<file path="config.mk">
export PLATFORM = sky130hd
export DESIGN_NAME = keycode_event_queue
export DESIGN_NICKNAME = d
export VERILOG_FILES = /design/src/rtl/keycode_event_queue.sv
export SDC_FILE = /design/constraint.sdc
export NUM_CORES = 1
export LEC_CHECK = 0
export CORE_UTILIZATION = 40
export DETAILED_ROUTE_END_ITERATION = 10
export GPL_ROUTABILITY_DRIVEN = 0
export PLACE_DENSITY_LB_ADDON = 0.2
export SLEW_MARGIN = 30
export SYNTH_ARGS = -nofsm -noshare
export SYNTH_HDL_FRONTEND = slang
export SYNTH_SLANG_ARGS = --single-unit
</file>
<file path="constraint.sdc">
create_clock -name Clk -period 2.9 [get_ports Clk]
set_input_delay 0.58 -clock Clk [delete_from_list [all_inputs] [get_ports Clk]]
set_output_delay 0.58 -clock Clk [all_outputs]
set_load 0.05 [all_outputs]
</file>
<file path="src/rtl/keycode_event_queue.sv">
// Turns the held-keycode level from the PIO into a FIFO of press/release events.
// The keycode is debounced, the accepted key is tracked, and events leave through a valid/ready port.
module keycode_event_queue #(
    parameter int unsigned DEPTH         = 8,
    parameter int unsigned STABLE_CYCLES = 4
) (
    input  logic                     Clk,
    input  logic                     Reset_n,
    input  logic [7:0]               keycode,
    input  logic                     ev_ready,
    input  logic                     clear_ovf,
    output logic [7:0]               held_code,
    output logic                     ev_valid,
    output logic [7:0]               ev_code,
    output logic                     ev_press,
    output logic [$clog2(DEPTH):0]   ev_count,
    output logic                     overflow
);

    localparam int unsigned PW = $clog2(DEPTH);
    localparam int unsigned CW = $clog2(STABLE_CYCLES) + 1;
    localparam logic [CW-1:0] CNT_MAX = CW'(STABLE_CYCLES - 1);
    localparam logic [PW:0]   FULL    = DEPTH[PW:0];

    typedef enum logic [1:0] {
        IDLE,
        PUSH_REL,
        PUSH_PRS
    } state_e;

    state_e          state_q, state_d;
    logic [7:0]      cand_q, cand_d;
    logic [CW-1:0]   cnt_q, cnt_d;
    logic [7:0]      held_q, held_d;
    logic [7:0]      old_q, old_d;
    logic [8:0]      mem_q [DEPTH];
    logic [8:0]      mem_d [DEPTH];
    logic [PW-1:0]   rd_q, rd_d;
    logic [PW-1:0]   wr_q, wr_d;
    logic [PW:0]     count_q, count_d;
    logic            ovf_q, ovf_d;

    logic            push;
    logic [8:0]      push_data;
    logic            pop;
    logic            push_ok;

    // Stability filter and event sequencer; the filter keeps counting while events are pushed.
    always_comb begin
        cand_d    = cand_q;
        cnt_d     = cnt_q;
        held_d    = held_q;
        old_d     = old_q;
        state_d   = state_q;
        push      = 1'b0;
        push_data = '0;

        if (keycode != cand_q) begin
            cand_d = keycode;
            cnt_d  = '0;
        end else if (cnt_q != CNT_MAX) begin
            cnt_d = cnt_q + 1'b1;
        end

        case (state_q)
            IDLE: begin
                if (cnt_q == CNT_MAX && keycode == cand_q && cand_q != held_q) begin
                    held_d  = cand_q;
                    old_d   = held_q;
                    state_d = (held_q != '0) ? PUSH_REL : PUSH_PRS;
                end
            end
            PUSH_REL: begin
                push      = 1'b1;
                push_data = {old_q, 1'b0};
                state_d   = (held_q != '0) ? PUSH_PRS : IDLE;
            end
            PUSH_PRS: begin
                push      = 1'b1;
                push_data = {held_q, 1'b1};
                state_d   = IDLE;
            end
            default: state_d = IDLE;
        endcase
    end

    // A pop in the same cycle frees the slot, so a push into a full queue still lands.
    always_comb begin
        pop     = (count_q != '0) && ev_ready;
        push_ok = push && ((count_q != FULL) || pop);
        mem_d   = mem_q;
        rd_d    = rd_q;
        wr_d    = wr_q;
        count_d = count_q;
        ovf_d   = ovf_q;

        if (pop) begin
            rd_d = rd_q + 1'b1;
        end
        if (push_ok) begin
            mem_d[wr_q] = push_data;
            wr_d        = wr_q + 1'b1;
        end
        case ({push_ok, pop})
            2'b10:   count_d = count_q + 1'b1;
            2'b01:   count_d = count_q - 1'b1;
            default: count_d = count_q;
        endcase

        if (push && !push_ok) begin
            ovf_d = 1'b1;
        end else if (clear_ovf) begin
            ovf_d = 1'b0;
        end
    end

    always_ff @(posedge Clk or negedge Reset_n) begin
        if (!Reset_n) begin
            state_q <= IDLE;
            cand_q  <= '0;
            cnt_q   <= '0;
            held_q  <= '0;
            old_q   <= '0;
            mem_q   <= '{default: '0};
            rd_q    <= '0;
            wr_q    <= '0;
            count_q <= '0;
            ovf_q   <= 1'b0;
        end else begin
            state_q <= state_d;
            cand_q  <= cand_d;
            cnt_q   <= cnt_d;
            held_q  <= held_d;
            old_q   <= old_d;
            mem_q   <= mem_d;
            rd_q    <= rd_d;
            wr_q    <= wr_d;
            count_q <= count_d;
            ovf_q   <= ovf_d;
        end
    end

    assign held_code           = held_q;
    assign ev_valid            = (count_q != '0);
    assign {ev_code, ev_press} = mem_q[rd_q];
    assign ev_count            = count_q;
    assign overflow            = ovf_q;

endmodule

</file>
==> results.yml <==
synth:
  synth_edf_count: 0
  syn-cell-area_um2: 5310
  synth_top_area_share: 0.528
  syn_nets: 440
  syn_area_per_cell_um2: 12.8
  synth_area_leaders: "dfrtp_1, mux2_2, mux4_2"
  synth_top_family_by_area: "multiplexers"
  synth_compound_area_frac: 0.0679
  synth_flop_cell: "dfrtp_1"
  synth-xor-area-share: 0.0412
  synth_common_cells: "dfrtp_1, nand2_1, mux2_2, o21ai_0, clkbuf_1"
  synthMuxAreaShare: 0.210
  synth_cell_types: 40
  async_reset_ff_frac: 1.00
  synth_adder_area_share: 0.0297
  ys_ff_latch: 112
  synth-seq-area-share: 0.528
  yosys.area_share.simple: 0.0921
  synth_warnings: 0
  yosys.cell_count.top_type: "dfrtp_1"
  syn-instance-count: 416
  synth_top_area_cell: "dfrtp_1"
final_layout:
  nets: 480
  finish.instance_area_um2: 6250
  post-route-util: 0.489
  num_antenna_cells: 0
  final_cells: 633
  layout-drive-gt1-share: 0.286
  syn2layout_area_growth_pct: 17.6
placement:
  dp.cells: 617
  post-dp-hpwl_um: 7390
  portBuffers: 34
  post_dp_cell_area_um2: 5900
floorplanning:
  core_um2: 12800
  dieHeight_um: 117
  rows: 41
  die_area_um2: 13700
  die_w_um: 117
  io_pins: 35
  start_util: 0.416
clock_network:
  post_cts_buffers: 0
  clkLatencyLatePin_ns: 0.35
  htree_levels: 3
  cts_root_buf: "clkbuf_16"
  clk_pin_slew_ns: 0.07
  cts_hold_buf: 0
  cts_resized: 0
  cts_buffer_depth: 2
  cts_made_buffers: 9
  cts_num_sinks: 112
  cts_tree: "yes"
global_routing:
  antenna_found_initial: 0
  grt_pass1_wl_um: 17800
  grt_pass1_vias: 3352
  grt_use_total: 0.176
  overflow: 0
  grt_max_degree: 46
sta:
  clock.fmax_mhz: 379
  whs_ns: 0.236
  min_period_ns: 2.64
  worst_slew_pin_slew_ns: 0.604
  rsz0062_at_grt: "no"
  max_slew_margin: 0.597
  finalHoldViolCount: 0
  slew_violations: 0
  setup_tns_ns: 0
  setup_viol: 0
  fin_worst_skew_ns: 0.00307
  fin_crit_sh: 0.909
detailed_routing:
  ant_nets: 0
  drtPass1Iterations: 5
  wl_um: 10500
  viasPerCell: 4.97
  dr_total_vias: 3146
  wl_per_cell_um: 16.6
  drt_iter0_drc: 129
  remaining_drc_errors: 0
min_path:
  min_path_type: "in2async"
power_and_ir_drop:
  ir_drop_uv: 448
  power_density_nw_per_um2: 647
  p_leak_nw: 2.82
critical_path:
  critPathKind: "reg2out"
  cp_max_fo: 6
  startpoint_type: "flip-flop"
  arrival_ns: 2.06
  end_kind: "primary output"
  crit_required_ns: 2.32
run_status:
  status: "completed"
flow_run:
  drv_cap: 0
-- placed cells by master (no fill, tap or decap), types with 3 or more instances in the layout --
cell type        instances
mux2_4                  10
clkdlybuf4s50_1         24
dfrtp_1                112
and2_1                   8
xnor2_1                 13
nor2_1                   8
clkbuf_16                9
a22o_1                   8
o21ai_0                 42
bufinv_16                3
inv_1                   10
buf_4                   29
xor2_1                  12
mux2_2                  48
nand4_1                  3
nand2_1                 58
mux4_2                  18
ha_1                    11
-- worst max-delay path: stages, from the launching register on --
cell and delay (ns):
dfrtp_1 0.45, or4_4 0.54, clkdlybuf4s50_1 0.71
-- flip-flops by register name, indices dropped and copies added (netlist names) --
signal and flops:
state_q 2, old_q 8, cnt_q 3, rd_q 3, wr_q 3, overflow 1
held_code 8, ev_count 4, cand_q 8, mem_q 72
-- path summary, 6_finish.rpt --
path                       cells after the start  slack (ns)                 endpoint                     from
setup reg to reg                              10        0.35  ev_count[3]$_DFFE_PN0P_  ev_count[0]$_DFFE_PN0P_
max in group asynchronous                      2        2.01   state_q[0]$_DFFE_PN0P_                  Reset_n
hold / removal                                 1        0.24    mem_q[62]$_DFFE_PN0P_                  Reset_n
setup / recovery                               2        0.26                 ev_valid  ev_count[0]$_DFFE_PN0P_
hold reg to reg                                2        0.48    mem_q[62]$_DFFE_PN0P_    mem_q[62]$_DFFE_PN0P_
min in group Clk                               2        0.48    mem_q[62]$_DFFE_PN0P_    mem_q[62]$_DFFE_PN0P_
-- through the flow --
step	total power, mW	setup slack, ns
2_1_floorplan	2.37	0.106
3_3_place_gp	2.65	0.291
3_5_place_dp	2.68	0.240
4_1_cts	4.11	0.239
5_1_grt	4.25	0.157
6_report	4.04	0.265
-- cell families (layout without fill, tap and decap cells) --
| group | Yosys count | in the layout |
|---|---|---|
| fa+ha+maj | 12 | 12 |
| compound gates | 59 | 59 |
| simple gates | 93 | 93 |
| buf+inv | 37 | 82 |
| mux | 78 | 78 |
| xor+xnor | 25 | 25 |
| flops | 112 | 112 |
-- metal layers --
layer | global-route usage | wire (µm) | up-vias
met5 | 0 | 0 | -
met4 | 0.0380 | 93 | 0
met3 | 0.0474 | 273 | 9
met2 | 0.287 | 5150 | 40
met1 | 0.237 | 5020 | 1560
li1 | - | - | 1537
-- where the power goes --
| group | internal (mW) | switching [mW] | total (mW) |
|---|---|---|---|
| sequential | 1.63 | 0.108 | 1.74 |
| clock | 0.846 | 0.576 | 1.42 |
| combinational | 0.384 | 0.501 | 0.884 |
| total | 2.86 | 1.18 | 4.04 |
-- layout make-up --
cell class	instances	area, µm²
multi-input combinational	267	2350
timing repair buffer	55	498
tap	172	215
clock buffer	9	225
clock inverter	7	119
sequential	112	2800
inverter	11	41.3
fill	1162	6530
No activity file was read; power rests on OpenSTA's default activity.
